$ cat config.mk
export PLATFORM = sky130hd
export DESIGN_NAME = bitop_pipe
export DESIGN_NICKNAME = d
export VERILOG_FILES = /design/src/rtl/bitop_pkg.sv /design/src/rtl/bitop_stage.sv /design/src/rtl/bitop_pipe.sv
export SDC_FILE = /design/constraint.sdc
export NUM_CORES = 1
export LEC_CHECK = 0
export ABC_AREA = 1
export CAP_MARGIN = 10
export CORE_MARGIN = 10
export CORE_UTILIZATION = 47
export CTS_BUF_LIST = sky130_fd_sc_hd__clkbuf_16
export DETAILED_ROUTE_END_ITERATION = 16
export HOLD_SLACK_MARGIN = 0.08
export PLACE_DENSITY = 0.86
export SLEW_MARGIN = 20
export SYNTH_ARGS = -nofsm -noshare
export SYNTH_HDL_FRONTEND = slang
export SYNTH_SLANG_ARGS = --single-unit
$ cat constraint.sdc
create_clock -name clk -period 3.4 [get_ports clk]
set_input_delay 0.68 -clock clk [delete_from_list [all_inputs] [get_ports clk]]
set_output_delay 0.68 -clock clk [all_outputs]
set_load 0.03 [all_outputs]
$ cat src/rtl/bitop_pkg.sv
// bitop_pkg: opcode encoding and the per-lane bitwise compute function.
package bitop_pkg;
  typedef enum logic [1:0] {OP_XOR = 2'd0, OP_AND = 2'd1, OP_OR = 2'd2, OP_XNOR = 2'd3} op_e;
  function automatic logic [63:0] bitop_f(input logic [1:0] op, input logic [63:0] a, input logic [63:0] b);
    return op == OP_XOR ? a ^ b : op == OP_AND ? a & b : op == OP_OR ? a | b : ~(a ^ b);
  endfunction
endpackage

$ cat src/rtl/bitop_stage.sv
// bitop_stage: one pipeline register {valid, y, op} that refills whenever empty or draining.
module bitop_stage #(
  parameter int YW = 40
) (
  input  logic          clk,
  input  logic          rst,
  input  logic          drain,
  input  logic          in_valid,
  input  logic [YW-1:0] in_y,
  input  logic [1:0]    in_op,
  output logic          ready,
  output logic          valid,
  output logic [YW-1:0] y,
  output logic [1:0]    op
);
  logic          valid_d, valid_q;
  logic [YW-1:0] y_d, y_q;
  logic [1:0]    op_d, op_q;
  always_comb begin
    ready   = !valid_q || drain;
    valid_d = ready ? in_valid : valid_q;
    y_d     = ready && in_valid ? in_y : y_q;
    op_d    = ready && in_valid ? in_op : op_q;
  end
  always_ff @(posedge clk or posedge rst)
    if (rst) begin
      valid_q <= 1'b0;
      y_q     <= '0;
      op_q    <= '0;
    end else begin
      valid_q <= valid_d;
      y_q     <= y_d;
      op_q    <= op_d;
    end
  assign valid = valid_q;
  assign y     = y_q;
  assign op    = op_q;
endmodule

$ cat src/rtl/bitop_pipe.sv
// bitop_pipe: multi-lane bitwise operator pipeline with valid/ready backpressure and bubble collapsing.
module bitop_pipe
  import bitop_pkg::*;
#(
  parameter int W     = 20,
  parameter int LANES = 2,
  parameter int DEPTH = 2,
  parameter int CNT_W = 16
) (
  input  logic               clk,
  input  logic               rst,
  input  logic               in_valid,
  output logic               in_ready,
  input  logic [1:0]         op,
  input  logic [LANES*W-1:0] a,
  input  logic [LANES*W-1:0] b,
  output logic               out_valid,
  input  logic               out_ready,
  output logic [LANES*W-1:0] y,
  output logic [1:0]         out_op,
  output logic [CNT_W-1:0]   result_cnt
);
  logic [LANES*W-1:0] y_in;
  logic [CNT_W-1:0]   cnt_d, cnt_q;
  // Index 0 is the input side; index k+1 is the output of stage k.
  logic               go  [DEPTH+1];
  logic               v   [DEPTH+1];
  logic [LANES*W-1:0] ys  [DEPTH+1];
  logic [1:0]         ops [DEPTH+1];
  always_comb begin
    y_in = '0;
    for (int i = 0; i < LANES; i++)
      y_in[i*W +: W] = W'(bitop_f(op, 64'(a[i*W +: W]), 64'(b[i*W +: W])));
  end
  assign v[0]      = in_valid;
  assign ys[0]     = y_in;
  assign ops[0]    = op;
  assign go[DEPTH] = out_ready;
  genvar k;
  generate
    for (k = 0; k < DEPTH; k++) begin : g_stage
      bitop_stage #(.YW(LANES*W)) u_stage (
        .clk     (clk),
        .rst     (rst),
        .drain   (go[k+1]),
        .in_valid(v[k]),
        .in_y    (ys[k]),
        .in_op   (ops[k]),
        .ready   (go[k]),
        .valid   (v[k+1]),
        .y       (ys[k+1]),
        .op      (ops[k+1])
      );
    end
  endgenerate
  assign in_ready  = go[0];
  assign out_valid = v[DEPTH];
  assign y         = ys[DEPTH];
  assign out_op    = ops[DEPTH];
  always_comb cnt_d = out_valid && out_ready ? cnt_q + CNT_W'(1) : cnt_q;
  always_ff @(posedge clk or posedge rst)
    if (rst) cnt_q <= '0;
    else cnt_q <= cnt_d;
  assign result_cnt = cnt_q;
endmodule

=== Word level (Yosys, flattened, before mapping) ===
Cells that the tools add are included.

* Add/subtract/negate cells: 1
* Equality and inequality tests: 2
* Multiplexer cells: 6
* Bitwise operators: 8
* Reduce and logical (&&, ||, !) cells: 8

{| class="wikitable"
|+ Operators with widths
! cell !! count
|-
| 20-bit two-way mux || 6
|-
| 20-bit AND || 2
|-
| 20-bit NOT || 2
|-
| 20-bit bitwise OR || 2
|-
| 20-bit XOR || 2
|-
| 16-bit by 1-bit adder with 16-bit output, second input constant || 1
|-
| 1-bit logical AND || 3
|-
| 2-bit by 1-bit equality test with 1-bit output, second input constant || 1
|-
| 2-bit equality test, second input constant || 1
|-
| 1-bit logical NOT || 2
|-
| 2-bit logical NOT || 1
|-
| 1-bit logical OR || 2
|}

* Register bits: 102
* Output and inout port bits: 60

=== Depth between registers and ports, before layout ===
Gate-level depths: netlist of run 1.

* Depth after elaboration: 5
* Depth in mapped cells: 9
* Gate-level depth less buffers: 9

=== Modules after synthesis ===
Synthesis of run 1 repeated with hierarchy kept, for this count alone.

* Cells, all modules: 908
* Area, all modules: 6816.5 µm²

{| class="wikitable"
|+ Modules (own cells, without submodules)
! module !! area each (µm²) !! seq. area each (µm²) !! instances !! cells an instance
|-
| bitop_stage || 1732.9 || 1076.0 || 2 || 187
|-
| bitop_pipe || 3350.7 || 400.4 || 1 || 534
|}

=== Least setup slack after synthesis of run 1 ===
Ideal clock, no wire load.

* Path type: in2reg
* From: input port out_ready
* To: register g_stage[1].u_stage.op_q[1]
* Buffers on the path: 1
* Stages: 5
* Library setup time: 0.125 ns
* Data arrival time: 1.470 ns
* Data required time: 3.275 ns
* Path slack: 1.805 ns
* Cell sequence: inv_2 > nand2_1 > nand2_2 > buf_4 > mux2_4

* Cells in the longest elaborated chain, start to end: 2

{| class="wikitable"
|+ RTL lines
! item !! line !! text
|-
| from (decl) || bitop_pipe.sv:18 || <nowiki>input logic out_ready,</nowiki>
|-
| 1-bit logical OR || bitop_stage.sv:20 || <nowiki>ready = !valid_q || drain;</nowiki>
|-
| 1-bit logical AND || bitop_stage.sv:23 || <nowiki>op_d = ready && in_valid ? in_op : op_q;</nowiki>
|-
| to (signal assigned) || bitop_stage.sv:33 || <nowiki>op_q <= op_d;</nowiki>
|-
| to (decl) || bitop_stage.sv:18 || <nowiki>logic [1:0] op_d, op_q;</nowiki>
|}

Every way passes these cells.
A chain may end at the register's enable or synchronous reset.

=== Final worst setup path of run 1 ===
* From: input port out_ready
* To: output port in_ready

* Cells in the longest elaborated chain, start to end: 2

{| class="wikitable"
|+ RTL lines
! item !! line !! text
|-
| 1-bit logical OR (2 in series) || bitop_stage.sv:20 ||
|-
| to (decl) || bitop_pipe.sv:13 || <nowiki>output logic in_ready,</nowiki>
|}

Every way passes these cells.

==> results of run 1 <==
-- path summary, 6_finish.rpt --
kind / cells after the start / slack (ns) / end / start
min in group asynchronous: 2 / 0.71 / result_cnt[13]$_DFFE_PP0P_ / rst
max in group asynchronous: 3 / 2.12 / g_stage[0].u_stage.y[11]$_DFFE_PP0P_ / rst
hold / removal: 1 / 0.47 / result_cnt[15]$_DFFE_PP0P_ / result_cnt[15]$_DFFE_PP0P_
setup reg to reg: 4 / 1.65 / g_stage[1].u_stage.y[22]$_DFFE_PP0P_ / g_stage[1].u_stage.valid$_DFFE_PP0P_
hold reg to reg: 1 / 0.47 / result_cnt[15]$_DFFE_PP0P_ / result_cnt[15]$_DFFE_PP0P_
setup / recovery: 4 / 0.70 / in_ready / out_ready
-- cell type report --
type	instances	area, µm²
multi-input cells	520	3430
inverters	175	659
clock inverters	5	46.3
fillers	1180	5310
well taps	180	225
clock buffers	9	225
repair buffers	159	1590
flip-flops and latches	102	2550
-- critical path: cells and delay by family --
kind | cells | cell delay (ns)
buf+inv | 3 | 1.25
simple gates | 1 | 0.08
-- flip-flops by register name, indices dropped and copies added, names as in the netlist --
name	flops
g_stage.u_stage.op	4
result_cnt	16
g_stage.u_stage.y	80
g_stage.u_stage.valid	2
-- synth_stat cells, drive strengths merged --
cell	instances	area [µm²]
inv	175	657
nand2	118	455
dfrtp	102	2550
nand3	84	425
ha	81	1010
a21oi	80	400
nor2	55	209
mux2	42	510
or2	40	250
buf	31	181
xnor2	7	61.3
xor2	6	52.6
clkbuf	5	18.8
o21ai	4	20.0
nand4	2	12.5
nor3	1	10.0
-- power by group --
group / internal (mW) / total (mW) / switching, mW
Combinational: 0.850 / 1.90 / 1.05
Clock: 0.553 / 0.974 / 0.421
Sequential: 1.55 / 1.77 / 0.221
-- routing by layer --
layer	track usage, %	up-vias
met2	29.1	161
met3	5.34	27
met4	4.46	0
li1	-	2844
met1	20.1	2647
met5	0	-
-- metrics by stage --
stage | cell area, µm² | utilization (%) | instances
after floorplan | 6830 | - | 833
after global placement | 8460 | 60.3 | 1136
after detailed placement | 8460 | 60.3 | 1136
after CTS | 8730 | 62.2 | 1150
after global routing | 8730 | 62.2 | 1150
final | 8730 | 62.2 | 1150
-- cell families after synthesis --
family          Yosys count  synth area share, %
compound gates           84                 6.15
xor+xnor                 13                 1.67
fa+ha+maj                81                 14.8
buf+inv                 211                 12.5
flops                   102                 37.4
mux                      42                 7.47
simple gates            300                 19.9
==> impl_metrics.yaml, run 1 <==
outcome:
  outcome: "finished clean"
grt:
  antenna_found_initial: 0
  grt_pass1_vias: 5756
  grt_first_pass_wirelength_mm: 28.1
  overflow: 0
  grt_max_degree: 51
  grt_usage_pct: 17.0
timing:
  rsz0062_at_grt: "false"
  tightest_slew_ns: 0.559
  setup_viol: 0
  holdWs_ns: 0.471
  worst_slack_ns: 0.705
  fin_crit_sh_pct: 79.3
  hold_viol_final: 0
  max_clock_freq_mhz: 371
  period_minus_slack_ns: 2.70
  skew_ns: 0.00376
  maxSlewHeadroom_pct: 62.7
  drv_slew: 0
  tns_ns: 0
synth:
  synth_warnings: 0
  syn_inst: 833
  synth_area_um2: 6830
  ys_seq_area_share_pct: 37.4
  synth_seq_cells: 102
  avgSynthCellArea_um2: 8.20
  syn-num-nets: 1000
  yosysUniqueCellTypes: 26
cells_and_area:
  antenna_cells: 0
  num-nets-final: 1134
  drive_gt1_share_pct: 5.67
  area_growth_pct: 27.9
  final_common_cell: "inv_1"
  most-common-layout-cells: "171 x inv_1, 145 x clkdlybuf4s50_1, 112 x nand2_1, 102 x dfrtp_1, 83 x nand3_1"
placed_design:
  dp_slack_ns: 0.693
  dp_hpwl_mm: 12.4
  port_buffers: 145
  place_congestion: 0.793
setup_path:
  path_cells: "clkdlybuf4s50_1 > inv_2 > nand3_2 > clkdlybuf4s50_1"
  required_ns: 2.72
  slowest_delay_ns: 0.68
  cp.arrival_ns: 2.02
  path_max_fanout: 3
  crit_slowest_cell: "clkdlybuf4s50_1"
  start_kind: "input pin"
  criticalPathCategory: "in -> out"
  crit_path_end_kind: "primary output"
  cpMostUsedCell: "clkdlybuf4s50_1"
detailed_routing:
  antenna_left: 0
  wl_met3_mm: 1.11
  dr.pass1.iters: 4
  wl_mm: 16.8
  vias_per_cell: 4.94
  wire_per_inst_um: 14.6
  routed-via-count: 5679
  dr.first_iter.drc_count: 241
  drt-met1-wl_mm: 7.01
  top_layer: "met4"
  route.detailed.drc: 0
  met2_length_mm: 8.36
clock_tree:
  clock_sinks: 102
  cts_resized: 0
  htreeDepth: 3
  cts_tree: "built"
  holdBufCountCts: 0
  cts_buffers: 9
  clk_latency_ns: 0.35
  cts_root_buffer: "clkbuf_16"
  clk_path_buf_depth: 2
  clk_pin_slew_ns: 0.06
  post_cts_buffers: 0
die:
  io_pins: 146
  initial_core_util_pct: 48.6
  die_area_um2: 19800
  die_y_um: 141
  num_rows: 43
  die_width_um: 141
  core_area_um2: 14000
pwr:
  fin_total_pwr_mw: 4.64
  powerDensity_nw_per_um2: 532
  leakagePower_nw: 4.47
  irDropWorstVdd_uv: 271
hold_path:
  hp-class: "reg -> reg"
run:
  drv_cap: 0
(Power assumes the default switching activity.)
==> run 2, diff against run 1 <==
- CORE_UTILIZATION: 47 -> 52
- PLACE_DENSITY: 0.86 -> 0.89
- clock period: 3.4 -> 2.8 ns (I/O delays scaled with it)
==> run 2 against run 1 <==
  * Critical path depth unchanged
  * Cell area up 0.33%
  * Sequential share of layout area down 0.096 points
  * Clock power is 29% higher
  * Largest cell class unchanged
==> impl_metrics.yaml, run 2 (synthesis results as in run 1) <==
cells_and_area:
  final_common_cell: "inv_1"
  num-nets-final: 1134
  antenna_cells: 0
  multi_input_area_um2: 3430
  area_growth_pct: 28.3
  most-common-layout-cells: "169 x inv_1, 145 x clkdlybuf4s50_1, 112 x nand2_1, 102 x dfrtp_1, 83 x nand3_1"
  largest_reg_flops: 80
  seqCellArea_um2: 2550
  final.fill_count: 1014
  drive_gt1_share_pct: 6.07
timing:
  fin_crit_sh_pct: 87.3
  setup_viol: 0
  max_clock_freq_mhz: 409
  worst_slack_ns: 0.356
  skew_ns: 0.00910
  tns_ns: 0
  rsz0062_at_grt: "false"
  tightest_slew_ns: 0.606
  maxSlewHeadroom_pct: 59.5
  hold_viol_final: 0
  period_minus_slack_ns: 2.44
  drv_slew: 0
detailed_routing:
  vias_per_cell: 5.01
  routed-via-count: 5732
  antenna_left: 0
  wl_mm: 17.0
  route.detailed.drc: 0
  dr.first_iter.drc_count: 395
  wire_per_inst_um: 14.8
  dr.pass1.iters: 5
clock_tree:
  cts_resized: 0
  cts_root_buffer: "clkbuf_16"
  holdBufCountCts: 0
  post_cts_buffers: 0
  cts_tree: "built"
  clk_pin_slew_ns: 0.07
  clk_path_buf_depth: 2
  cts_buffers: 9
  clock_sinks: 102
  htreeDepth: 3
  clk_latency_ns: 0.34
run:
  drv_cap: 0
placed_design:
  dp_slack_ns: 0.347
  place_congestion: 0.846
  port_buffers: 145
  dp_hpwl_mm: 12.5
die:
  io_pins: 146
  num_rows: 41
  die_width_um: 135
  die_area_um2: 18100
  core_area_um2: 12700
  die_y_um: 135
  initial_core_util_pct: 53.7
hold_path:
  hp-class: "reg -> reg"
grt:
  grt_max_degree: 51
  grt.met3_usage_pct: 4.34
  gr-usage-met2_pct: 32.7
  overflow: 0
  antenna_found_initial: 0
  grt-busiest-layer: "met2"
  grt_pass1_vias: 5878
  grtUsageMet1_pct: 22.7
  grt_usage_pct: 18.7
  grt_first_pass_wirelength_mm: 28.1
setup_path:
  slowest_delay_ns: 0.68
  crit_slowest_cell: "clkdlybuf4s50_1"
  cp.arrival_ns: 1.88
  path_cells: "clkdlybuf4s50_1 > inv_2 > nand3_2 > clkdlybuf4s50_1"
  start_kind: "input pin"
  path_max_fanout: 3
  cp_num_buf_inv: 3
  required_ns: 2.24
  cpLargestDelayFamily: "buffers and inverters"
  crit_path_end_kind: "primary output"
  criticalPathCategory: "in -> out"
  cpMostUsedCell: "clkdlybuf4s50_1"
outcome:
  outcome: "finished clean"
pwr:
  leakagePower_nw: 4.47
  irDropWorstVdd_uv: 370
  powerDensity_nw_per_um2: 653
-- run 2: changes by cell type in the layout (fill, tap and decap cells not counted) --
cell	previous run	this run
inv_4	1	0
buf_12	3	4
clkinvlp_4	0	3
inv_6	0	2
buf_4	11	10
inv_1	171	169
-- run 2: final timing paths --
check,from,endpoint,slack [ns],depth (start not counted)
hold reg to reg,result_cnt[15]$_DFFE_PP0P_,result_cnt[15]$_DFFE_PP0P_,0.47,1
setup / recovery,out_ready,in_ready,0.36,4
hold / removal,result_cnt[15]$_DFFE_PP0P_,result_cnt[15]$_DFFE_PP0P_,0.47,1
setup reg to reg,g_stage[1].u_stage.valid$_DFFE_PP0P_,g_stage[0].u_stage.y[29]$_DFFE_PP0P_,1.21,6
max in group asynchronous,rst,g_stage[1].u_stage.y[24]$_DFFE_PP0P_,1.55,3
min in group asynchronous,rst,g_stage[1].u_stage.valid$_DFFE_PP0P_,0.65,2
-- run 2: metrics by stage --
step | power [mW] | hold slack [ns] | utilization [%] | cell area, µm² | std cells
6_report | 5.73 | 0.472 | 68.9 | 8760 | 1144
4_1_cts | 5.77 | 0.476 | 68.9 | 8760 | 1144
2_1_floorplan | 3.49 | 0.446 | - | 6830 | 833
3_3_place_gp | 4.43 | 0.461 | 66.5 | 8470 | 1128
5_1_grt | 6.04 | 0.489 | 68.9 | 8760 | 1144
3_5_place_dp | 4.51 | 0.465 | 66.5 | 8470 | 1128
-- run 2: cell type report --
cell class,count,area share [%]
Clock buffer,9,2.57
Clock inverter,7,0.814
Inverter,175,7.54
Multi-Input combinational cell,520,39.2
Sequential cell,102,29.1
Tap cell,172,2.46
Timing Repair Buffer,159,18.3
-- run 2: routing by layer --
layer,wire length (µm),vias up
met5,0,-
met1,7460,2693
li1,-,2849
met2,8380,174
met3,977,16
met4,170,0
-- run 2: power breakdown --
| part | internal (mW) | leakage, nW | switching [mW] |
|---|---|---|---|
| clock | 0.695 | 0.144 | 0.565 |
| sequential | 1.88 | 1.18 | 0.268 |
| combinational | 1.04 | 3.14 | 1.28 |
| total | 3.61 | 4.47 | 2.12 |
==> RTL change, RTL diff (config.mk and constraints of run 1) <==
`y_q` no longer has a reset.
--- a/src/rtl/bitop_stage.sv
+++ b/src/rtl/bitop_stage.sv
@@ -25,13 +25,15 @@
   always_ff @(posedge clk or posedge rst)
     if (rst) begin
       valid_q <= 1'b0;
-      y_q     <= '0;
       op_q    <= '0;
     end else begin
       valid_q <= valid_d;
-      y_q     <= y_d;
       op_q    <= op_d;
     end
+
+  always_ff @(posedge clk) begin
+    y_q <= y_d;
+  end
   assign valid = valid_q;
   assign y     = y_q;
   assign op    = op_q;
Check against the original RTL: differs if rst is asserted again (counterexample within 4 cycles, from zero or initial values and one cycle with rst high); with rst held inactive, the same outputs for 10 cycles.
==> RTL change against run 1 <==
Hold slack got worse by 0.056 ns. Sequential cell count did not move. First-iteration DRC count fell by 8.7%. Total power fell by 23%. Non-clock buffer count fell by 6. Synthesized area fell by 10%. Final area fell by 7.6%. Worst setup slack improved by 0.0089 ns. Wire length fell by 14%. Utilization rose by 1.2 points. Via count fell by 15%. Final cell count fell by 11%. Global-route usage fell by 1.5 points. Highest routed layer unchanged.
==> RTL change: results (changes against run 1) <==
* Hold WS at 0.414 ns (was 0.471 ns)
* Max VDD drop at 0.000295 V (was 0.000271 V)
* Largest cells by area after synthesis: edfxtp_1 39%, ha_1 17%, nand2_1 12% (was dfrtp_1 37%, ha_1 15%, inv_1 9.3%)
* Relative slew slack at 46.3% (was 62.7%)
* Status: finished, final reports clean (unchanged)
* RD Place Congestion at 0.843 (was 0.793)
* Synth cell count leaders: 202 x nand2_1, 134 x inv_1, 81 x ha_1, 80 x edfxtp_1, 62 x nor2_1 (was 169 x inv_1, 113 x nand2_1, 102 x dfrtp_1, 83 x nand3_1, 81 x ha_1)
* Reg2reg setup slack at 1.57 ns (was 1.65 ns)
* WL met1 at 5.98 mm (was 7.01 mm)
* Worst Hold Depth at 0 (was 1)
* Met3 Wirelength at 1.15 mm (was 1.11 mm)
* Final Non-Filler Cells at 1018 (was 1150)
* Yosys cell types at 25 (was 26)
* Capturing point of the worst reg2reg path: g_stage[0].u_stage.y[28] (was g_stage[1].u_stage.y[22])
* Sw power at 1120 µW (was 1690 µW)
* DP Wirelength at 10.9 mm (was 12.4 mm)
* WHS Endpoint: g_stage[1].u_stage.y[19] (was result_cnt[15])
* Seq/Total Area, Yosys at 48.1% (was 37.4%)
* Post-synth EDFFs at 80 (was 0)
* Clock Skew at 0.00776 ns (was 0.00376 ns)
* Worst Setup Slack post-DPL at 0.711 ns (was 0.693 ns)
* First-pass GRT wire length at 22.8 mm (was 28.1 mm)
* Comb pwr share at 27.0% (was 41.0%)
* Critical hold path startpoint: g_stage[0].u_stage.y[19] (was result_cnt[15])
* Pleak at 0.00394 µW (was 0.00447 µW)
* Iteration-0 DRC Markers at 220 (was 241)
* Layout cells sized above 1 at 3.55% (was 5.67%)
* Placed cell area at 7790 µm² (was 8460 µm²)
* Max Fclk at 0.372 GHz (was 0.371 GHz)
* GR Util met3 at 4.67% (was 5.34%)
RTL change: cell types whose count changed after synthesis, sizes merged, moves of 8 or more:
cell	run 1	this run
nor2	55	63
o211ai	0	23
inv	175	136
nand2	118	203
or2	40	0
a21oi	80	14
dfrtp	102	22
edfxtp	0	80
nand3	84	13
buf	31	15
mux2	42	0
o21ai	4	24
RTL change: critical path, cell delays in order:
cell and delay (ns):
clkdlybuf4s50_1 0.48, inv_1 0.06, nand3_1 0.10, clkdlybuf4s50_1 0.69
RTL change: cell families after synthesis:
| family | synth area share, % |
|---|---|
| simple gates | 18.4 |
| compound gates | 6.01 |
| flops | 48.1 |
| xor+xnor | 0.999 |
| fa+ha+maj | 16.5 |
| buf+inv | 9.93 |
RTL change: layout make-up:
class | instances | area (µm²)
multi-input cells | 438 | 2580
flip-flops and latches | 102 | 2950
well taps | 172 | 215
repair buffers | 153 | 1530
inverters | 137 | 514
clock buffers | 9 | 225
clock inverters | 7 | 55.1
fillers | 1062 | 4650
